`config.mk`:
```
export PLATFORM = sky130hd
export DESIGN_NAME = vedm_telemetry_tx
export DESIGN_NICKNAME = d
export VERILOG_FILES = /design/src/rtl/vedm_telemetry_tx.sv
export SDC_FILE = /design/constraint.sdc
export NUM_CORES = 1
export LEC_CHECK = 0
export CAP_MARGIN = 20
export CORE_MARGIN = 8
export CORE_UTILIZATION = 30
export CTS_CLUSTER_DIAMETER = 120
export DETAILED_ROUTE_END_ITERATION = 7
export PLACE_DENSITY_LB_ADDON = 0.12
export SYNTH_ARGS = -nofsm -noshare
export SYNTH_HDL_FRONTEND = slang
export SYNTH_SLANG_ARGS = --single-unit
```
`constraint.sdc`:
```
create_clock -name clk -period 3.1 [get_ports clk]
set_input_delay 0.62 -clock clk [delete_from_list [all_inputs] [get_ports clk]]
set_output_delay 0.62 -clock clk [all_outputs]
set_load 0.02 [all_outputs]
```
`src/rtl/vedm_telemetry_tx.sv`:
```
// Telemetry transmitter: buffers 8-bit voltage samples in a FIFO and sends each as a
// SYNC/SAMPLE/CHECKSUM UART frame. Define TELEM_TX_PARITY_EN to add an even-parity bit per character.
module vedm_telemetry_tx #(
  parameter int unsigned CLKS_PER_BIT = 16,
  parameter int unsigned FIFO_DEPTH   = 4,
  parameter logic [7:0]  SYNC_BYTE    = 8'hA5
) (
  input  logic       clk,
  input  logic       rst_n,
  input  logic       ena,
  input  logic [7:0] in_data,
  input  logic       in_valid,
  output logic       in_ready,
  output logic       tx,
  output logic       busy,
  output logic [7:0] frame_count
);
  localparam int AW = $clog2(FIFO_DEPTH);
  localparam int CW = (CLKS_PER_BIT > 1) ? $clog2(CLKS_PER_BIT) : 1;
  localparam logic [CW-1:0] CNT_TOP = CW'(CLKS_PER_BIT - 1);

  typedef enum logic [2:0] {
    IDLE   = 3'd0,
    START  = 3'd1,
    DATA   = 3'd2,
`ifdef TELEM_TX_PARITY_EN
    PARITY = 3'd4,
`endif
    STOP   = 3'd3
  } state_t;

  logic [7:0]    mem [FIFO_DEPTH];
  logic [AW:0]   wr_ptr, rd_ptr;
  logic          full, empty, push, pop;

  state_t        state, state_n;
  logic [CW-1:0] cnt, cnt_n;
  logic [2:0]    bit_idx, bit_n;
  logic [1:0]    byte_idx, byte_n;
  logic [7:0]    sample, sample_n;
  logic [7:0]    cur;
  logic          tx_n, frame_done;

  // Extra pointer MSB distinguishes full from empty when the indices match.
  assign empty    = (wr_ptr == rd_ptr);
  assign full     = (wr_ptr[AW] != rd_ptr[AW]) && (wr_ptr[AW-1:0] == rd_ptr[AW-1:0]);
  assign in_ready = ena & ~full;
  assign push     = in_valid & in_ready;

  always_ff @(posedge clk) begin
    if (push) mem[wr_ptr[AW-1:0]] <= in_data;
  end

  always_ff @(posedge clk or negedge rst_n) begin
    if (!rst_n) begin
      wr_ptr <= '0;
      rd_ptr <= '0;
    end else begin
      if (push) wr_ptr <= wr_ptr + (AW+1)'(1);
      if (pop)  rd_ptr <= rd_ptr + (AW+1)'(1);
    end
  end

  function automatic logic [7:0] frame_byte(input logic [1:0] idx, input logic [7:0] s);
    case (idx)
      2'd0:    frame_byte = SYNC_BYTE;
      2'd1:    frame_byte = s;
      default: frame_byte = SYNC_BYTE ^ s;
    endcase
  endfunction

  always_comb begin
    state_n    = state;
    cnt_n      = cnt;
    bit_n      = bit_idx;
    byte_n     = byte_idx;
    sample_n   = sample;
    pop        = 1'b0;
    frame_done = 1'b0;
    case (state)
      IDLE: if (ena && !empty) begin
        pop      = 1'b1;
        sample_n = mem[rd_ptr[AW-1:0]];
        byte_n   = 2'd0;
        cnt_n    = CNT_TOP;
        state_n  = START;
      end
      START: if (cnt == '0) begin
        cnt_n   = CNT_TOP;
        bit_n   = 3'd0;
        state_n = DATA;
      end else cnt_n = cnt - CW'(1);
      DATA: if (cnt == '0) begin
        cnt_n = CNT_TOP;
        if (bit_idx == 3'd7) begin
`ifdef TELEM_TX_PARITY_EN
          state_n = PARITY;
`else
          state_n = STOP;
`endif
        end else bit_n = bit_idx + 3'd1;
      end else cnt_n = cnt - CW'(1);
`ifdef TELEM_TX_PARITY_EN
      PARITY: if (cnt == '0) begin
        cnt_n   = CNT_TOP;
        state_n = STOP;
      end else cnt_n = cnt - CW'(1);
`endif
      STOP: if (cnt == '0) begin
        if (byte_idx != 2'd2) begin
          byte_n  = byte_idx + 2'd1;
          cnt_n   = CNT_TOP;
          state_n = START;
        end else begin
          frame_done = 1'b1;
          state_n    = IDLE;
        end
      end else cnt_n = cnt - CW'(1);
      default: state_n = IDLE;
    endcase

    // tx is registered, so it is derived from where the FSM lands on this edge.
    cur  = frame_byte(byte_n, sample_n);
    tx_n = 1'b1;
    case (state_n)
      START:  tx_n = 1'b0;
      DATA:   tx_n = cur[bit_n];
`ifdef TELEM_TX_PARITY_EN
      PARITY: tx_n = ^cur;
`endif
      default: tx_n = 1'b1;
    endcase
  end

  always_ff @(posedge clk or negedge rst_n) begin
    if (!rst_n) begin
      state       <= IDLE;
      cnt         <= '0;
      bit_idx     <= 3'd0;
      byte_idx    <= 2'd0;
      sample      <= 8'd0;
      tx          <= 1'b1;
      busy        <= 1'b0;
      frame_count <= 8'd0;
    end else begin
      state    <= state_n;
      cnt      <= cnt_n;
      bit_idx  <= bit_n;
      byte_idx <= byte_n;
      sample   <= sample_n;
      tx       <= tx_n;
      busy     <= (state_n != IDLE);
      if (frame_done) frame_count <= frame_count + 8'd1;
    end
  end
endmodule
```
==> results of run 1 <==
-- metrics by stage --
step | setup WS, ns | instance area [sq um] | cells | util [%]
after floorplan | 0.729 | 3100 | 217 | -
after global placement | 0.285 | 3470 | 372 | 34.0
after detailed placement | 0.260 | 3470 | 372 | 34.0
after CTS | 0.282 | 3630 | 388 | 35.7
after global routing | 0.204 | 3630 | 388 | 35.7
final | 0.380 | 3630 | 388 | 35.7
-- how the worst max path moves through the flow --
stage	to	cells after the start	startpoint
floorplan	tx$_DFF_PN1_	9	cnt[0]$_DFFE_PN0P_
global placement	tx$_DFF_PN1_	8	ena
detailed placement	tx$_DFF_PN1_	8	ena
CTS	in_ready	5	rd_ptr[0]$_DFFE_PN0P_
global route	in_ready	5	rd_ptr[0]$_DFFE_PN0P_
finish	in_ready	5	rd_ptr[0]$_DFFE_PN0P_
-- report_power, final --
part / switching [W] / total (W) / internal, W
sequential: 0.0000935 / 0.00122 / 0.00113
clock: 0.000348 / 0.000636 / 0.000289
combinational: 0.000361 / 0.000714 / 0.000353
-- critical path, delay by kind of cell, from the launching register on --
family | cells | cell delay [ns]
xor gates and xnor gates | 1 | 0.24
buffers and inverters | 2 | 0.86
and+or+nand+nor | 1 | 0.06
AOI/OAI and AO/OA | 1 | 0.25
DFF | 1 | 0.36
-- metal layers --
layer | vias up | track usage, %
li1 | 857 | -
met1 | 846 | 11.0
met2 | 29 | 13.3
met3 | 9 | 2.97
met4 | 0 | 3.84
met5 | - | 0
-- registers in the layout, summed over array words and instances (netlist names) --
register     cells
mem             32
frame_count      8
sample           8
cnt              4
bit_idx          3
rd_ptr           3
state            3
wr_ptr           3
byte_idx         2
busy             1
tx               1
-- cell usage after synthesis, drive strengths merged, types with 5 or more instances --
master  number
a31oi        5
and3         7
dfrtp       35
edfxtp      32
ha          11
inv         15
mux2         8
mux2i        7
mux4         8
nand2        7
nor2         8
nor2b        5
o21ai        8
xnor2        8
xor2         7
-- cell families (layout without fill, tap and decap cells) --
group,after synthesis,count (layout),share of synthesized area (%)
DFF,68,68,60.1
and+or+nand+nor,45,45,8.28
muxes,23,23,11.7
buffers and inverters,22,57,3.39
adders and majority gates,11,11,4.44
AOI/OAI and AO/OA,32,32,7.71
other,1,1,0.121
xor gates and xnor gates,15,15,4.24
-- cell type report --
| class | instances | area (sq um) |
|---|---|---|
| clock buffers | 10 | 128 |
| fillers | 1031 | 6550 |
| well taps | 136 | 170 |
| inverters | 15 | 56.3 |
| repair buffers | 26 | 245 |
| multi-input cells | 127 | 1130 |
| clock inverters | 6 | 40.0 |
| flip-flops and latches | 68 | 1860 |
==> impl_metrics.yaml, run 1 <==
job:
  cap_violations: 0
worst_setup_path:
  startpoint_type: "flip-flop"
  slowest_stage: "clkdlybuf4s50_1"
  rrSetupSlack_ns: 0.49
  worstReg2RegEnd: "tx$_DFF_PN1_"
  r2r_cells: 10
  critPathKind: "flip-flop to primary output"
  cp_cell_sequence: "buf_4, xor2_1, nor2_1, a21boi_0, clkdlybuf4s50_1"
  regToRegStartpoint: "cnt[0]$_DFFE_PN0P_"
  setup.worst_path.end_class: "primary output"
  required_ns: 2.48
  path_max_fanout: 11
  worst_ep_arrival_time_ns: 2.10
  cp_slowest_stage_delay_ns: 0.66
global_routing:
  grt_max_degree: 37
  grt-ovfl-total: 0
  antenna_found_initial: 0
  grt_usage_pct: 8.72
  grt_pass1_vias: 1849
  grt_pass1_wl_um: 9520
finish:
  syn_to_final_growth_pct: 17.2
  final_cell_mix: "dfrtp_1, edfxtp_1, clkdlybuf4s50_1, inv_1, ha_1"
  nNetsFinal: 270
  final_common_cell: "dfrtp_1"
  drive_gt1_share_pct: 15.9
  n_antenna_cell: 0
route:
  routed_wl_um: 5570
  top_layer_used: "met4"
  first_iter_violations: 62
  wl_met1_um: 2780
  wl_met2_um: 2500
  num_vias: 1741
  wl_per_cell_um: 14.3
  first_pass_iters: 4
  post-route-drc-count: 0
  routed_via_density: 4.49
  ant_nets: 0
  wl_met3_um: 187
timing:
  slew_violations: 0
  maxSlewHeadroom_pct: 44.0
  period_share_pct: 87.7
  period_minus_slack_ns: 2.72
  skew_ns: 0.0104
  whs_ns: 0.364
  worst_slew_pin_slew_ns: 0.840
  finalHoldViolations: 0
  fmax_mhz: 368
  rsz0062_at_grt: "no"
  setup_viol: 0
  fin_tns_setup_ns: 0
synthesis:
  syn_nets: 240
  synth_flop_cell: "dfrtp_1"
  ys_warn_count: 0
  yosysTopAreaCell: "edfxtp_1"
  ys_ff_latch: 68
  synth_top_area_share_pct: 31.0
  ys_types: 44
  synthArstFlopShare_pct: 52.9
  post_synth_instance_area_sq_mm: 0.00310
  avgSynthCellArea_sq_um: 14.3
  synth_edf_count: 32
  yosysSeqAreaShare_pct: 60.1
  synth_area_leaders: "edfxtp_1, dfrtp_1, ha_1"
  synthCells: 217
pwr:
  vdd_drop_max_uv: 234
  pwr_density_cell_mw_per_mm2: 708
  finalPower_w: 0.00257
  p_leak_nw: 1.42
clock_network:
  cts_root_buf: "clkbuf_8"
  cts_tree: "built"
  hold_buffers: 0
  clock-sinks: 68
  clkTransAtPathRegs_ns: 0.08
  cts.repair.resized: 0
  cts_made_buffers: 9
  post_cts_buffers: 0
  h-tree-depth: 3
  cts_buffer_depth: 2
  worst_skew_pair.late_latency_ns: 0.34
placement:
  port_buffers: 22
  dp_hpwl_um: 3860
  gp_congestion: 0.707
die:
  fp-row-count: 37
  start_util_pct: 30.4
  core-area_sq_mm: 0.0102
  num_io_pins: 23
  dieArea_sq_mm: 0.0138
  die_y_um: 118
  die_w_um: 118
status:
  status: "completed"
worst_hold_path:
  min_path_type: "primary input to asynchronous set/reset pin"
Power figures use the tool's default switching activity.
==> run 2: changes to the inputs <==
--- a/config.mk
+++ b/config.mk
@@ -11,6 +11,7 @@
 export CTS_CLUSTER_DIAMETER = 120
 export DETAILED_ROUTE_END_ITERATION = 7
 export PLACE_DENSITY_LB_ADDON = 0.12
+export SKIP_LAST_GASP = 1
 export SYNTH_ARGS = -nofsm -noshare
 export SYNTH_HDL_FRONTEND = slang
 export SYNTH_SLANG_ARGS = --single-unit
==> results of run 2 <==
Final layout, timing and power as in run 1 (identical DEF).
==> run 3: changes to the inputs <==
--- a/config.mk
+++ b/config.mk
@@ -5,11 +5,11 @@
 export SDC_FILE = /design/constraint.sdc
 export NUM_CORES = 1
 export LEC_CHECK = 0
-export CAP_MARGIN = 20
 export CORE_MARGIN = 8
 export CORE_UTILIZATION = 30
 export CTS_CLUSTER_DIAMETER = 120
 export DETAILED_ROUTE_END_ITERATION = 7
+export HOLD_SLACK_MARGIN = 0.12
 export PLACE_DENSITY_LB_ADDON = 0.12
 export SKIP_LAST_GASP = 1
 export SYNTH_ARGS = -nofsm -noshare
==> constraint.sdc (replaced) <==
create_clock -name clk -period 2.8 [get_ports clk]
set_input_delay 0.56 -clock clk [delete_from_list [all_inputs] [get_ports clk]]
set_output_delay 0.56 -clock clk [all_outputs]
set_load 0.02 [all_outputs]
==> impl_metrics.yaml, run 3 (synthesis results as in run 1) <==
status:
  status: "completed"
finish:
  final_cell_mix: "dfrtp_1, edfxtp_1, clkdlybuf4s50_1, inv_1"
  syn_to_final_growth_pct: 19.4
  nNetsFinal: 277
  stdcell_count: 395
  fillers: 1031
  n_antenna_cell: 0
  drive_gt1_share_pct: 19.3
  final_area_sq_mm: 0.00370
  final_common_cell: "dfrtp_1"
  largest_reg_flops: 32
timing:
  period_share_pct: 92.9
  whs_ns: 0.317
  fmax_mhz: 385
  period_minus_slack_ns: 2.60
  worst_slew_pin_slew_ns: 0.832
  maxSlewHeadroom_pct: 44.5
  finalHoldViolations: 0
  fin_tns_setup_ns: 0
  skew_ns: 0.0104
  setup_viol: 0
  rsz0062_at_grt: "no"
  slew_violations: 0
route:
  first_pass_iters: 4
  routed_wl_um: 5910
  wl_per_cell_um: 15.0
  ant_nets: 0
  first_iter_violations: 75
  num_vias: 1794
  post-route-drc-count: 0
  routed_via_density: 4.54
pwr:
  finalPower_w: 0.00291
  vdd_drop_max_uv: 282
  seqPwrFrac_pct: 47.4
  p_switching_w: 0.000912
  p_comb_share_pct: 27.7
  pwr_density_cell_mw_per_mm2: 787
  internal_power_w: 0.00200
  pwr-share-clk_pct: 24.9
  p_leak_nw: 1.49
  sw_frac_of_total_pct: 31.3
worst_setup_path:
  path_max_fanout: 5
  regToRegStartpoint: "cnt[0]$_DFFE_PN0P_"
  cp_cell_sequence: "inv_1, ha_1, or4b_4, a21oi_1, o22ai_2, buf_4, mux2_2, o22ai_2, nor3_1, o31a_1"
  cp_slowest_stage_delay_ns: 0.51
  r2r_cells: 10
  slowest_stage: "or4b_4"
  required_ns: 3.07
  setup.worst_path.end_class: "flip-flop"
  cp_common_cell: "o22ai_2"
  rrSetupSlack_ns: 0.20
  critPathKind: "flip-flop to flip-flop"
  worst_ep_arrival_time_ns: 2.87
  startpoint_type: "flip-flop"
  worstReg2RegEnd: "tx$_DFF_PN1_"
die:
  fp-row-count: 37
  start_util_pct: 30.4
  core-area_sq_mm: 0.0102
  num_io_pins: 23
  die_y_um: 118
  dieArea_sq_mm: 0.0138
  die_w_um: 118
placement:
  dp_hpwl_um: 4020
  dp_cells: 379
  port_buffers: 22
  gp_congestion: 0.733
  place_area_sq_mm: 0.00352
clock_network:
  cts_root_buf: "clkbuf_8"
  worst_skew_pair.late_latency_ns: 0.34
  cts_made_buffers: 9
  cts_tree: "built"
  h-tree-depth: 3
  clkTransAtPathRegs_ns: 0.07
  clock-sinks: 68
  cts_buffer_depth: 2
job:
  cap_violations: 0
global_routing:
  grt-ovfl-total: 0
  grt_pass1_wl_um: 9910
  grt_usage_pct: 9.17
  grt_pass1_vias: 1872
  grt_max_degree: 37
  antenna_found_initial: 0
worst_hold_path:
  min_path_type: "primary input to asynchronous set/reset pin"
run 3: through the flow:
step	setup WS [ns]	utilization (%)
6_report	0.199	36.3
5_1_grt	0.0534	36.3
4_1_cts	0.0334	36.3
3_5_place_dp	0.0695	34.5
3_3_place_gp	0.0997	34.5
2_1_floorplan	0.429	-
run 3: critical path: cells and delay by family (launching register included):
kind / cells / cell delay, ns
AO/OA/AOI/OAI: 4 / 0.80
multiplexers: 1 / 0.28
buffers and inverters: 2 / 0.27
AND/OR/NAND/NOR: 2 / 0.58
adder cells (fa/ha/maj): 1 / 0.18
flip-flops: 1 / 0.42
run 3: area by class of cell:
| type | instances | area [sq um] | area share (%) |
|---|---|---|---|
| Clock buffer | 10 | 138 | 3.72 |
| Clock inverter | 6 | 40.0 | 1.08 |
| Tap cell | 136 | 170 | 4.60 |
| Sequential cell | 68 | 1860 | 50.4 |
| Multi-Input combinational cell | 127 | 1130 | 30.6 |
| Inverter | 15 | 56.3 | 1.52 |
| Timing Repair Buffer | 33 | 300 | 8.12 |
run 3: layer usage:
layer,GRT usage [%],vias to the layer above,wire length (um)
li1,-,872,-
met1,10.8,889,2790
met2,14.9,27,2840
met3,3.69,6,200
met4,2.88,0,73
met5,0,-,0
run 3: timing repair:
action | CTS | global route
gates cloned | 0 | 0
resized for setup | 1 | 1
buffers inserted | 0 | 0
hold buffers | 0 | 0
endpoints found under the setup margin | 1 | 1
run 3: power by group through the flow:
stage,Clock (W),Sequential (W),Combinational [W]
floorplan,0,0.00135,0.000620
global route,0.000803,0.00140,0.000901
detailed placement,0,0.00140,0.000823
finish,0.000725,0.00138,0.000807
CTS,0.000760,0.00138,0.000827
global placement,0,0.00140,0.000816
run 3: worst max-delay path by stage:
stage / from / endpoint / slack [ns] / cells after the start
3_3_place_gp: ena / tx$_DFF_PN1_ / 0.1 / 8
3_5_place_dp: ena / tx$_DFF_PN1_ / 0.07 / 8
4_1_cts: rd_ptr[0]$_DFFE_PN0P_ / in_ready / 0.03 / 4
5_1_grt: cnt[0]$_DFFE_PN0P_ / tx$_DFF_PN1_ / 0.05 / 11
6_report: cnt[0]$_DFFE_PN0P_ / tx$_DFF_PN1_ / 0.20 / 10
2_1_floorplan: cnt[0]$_DFFE_PN0P_ / tx$_DFF_PN1_ / 0.43 / 9
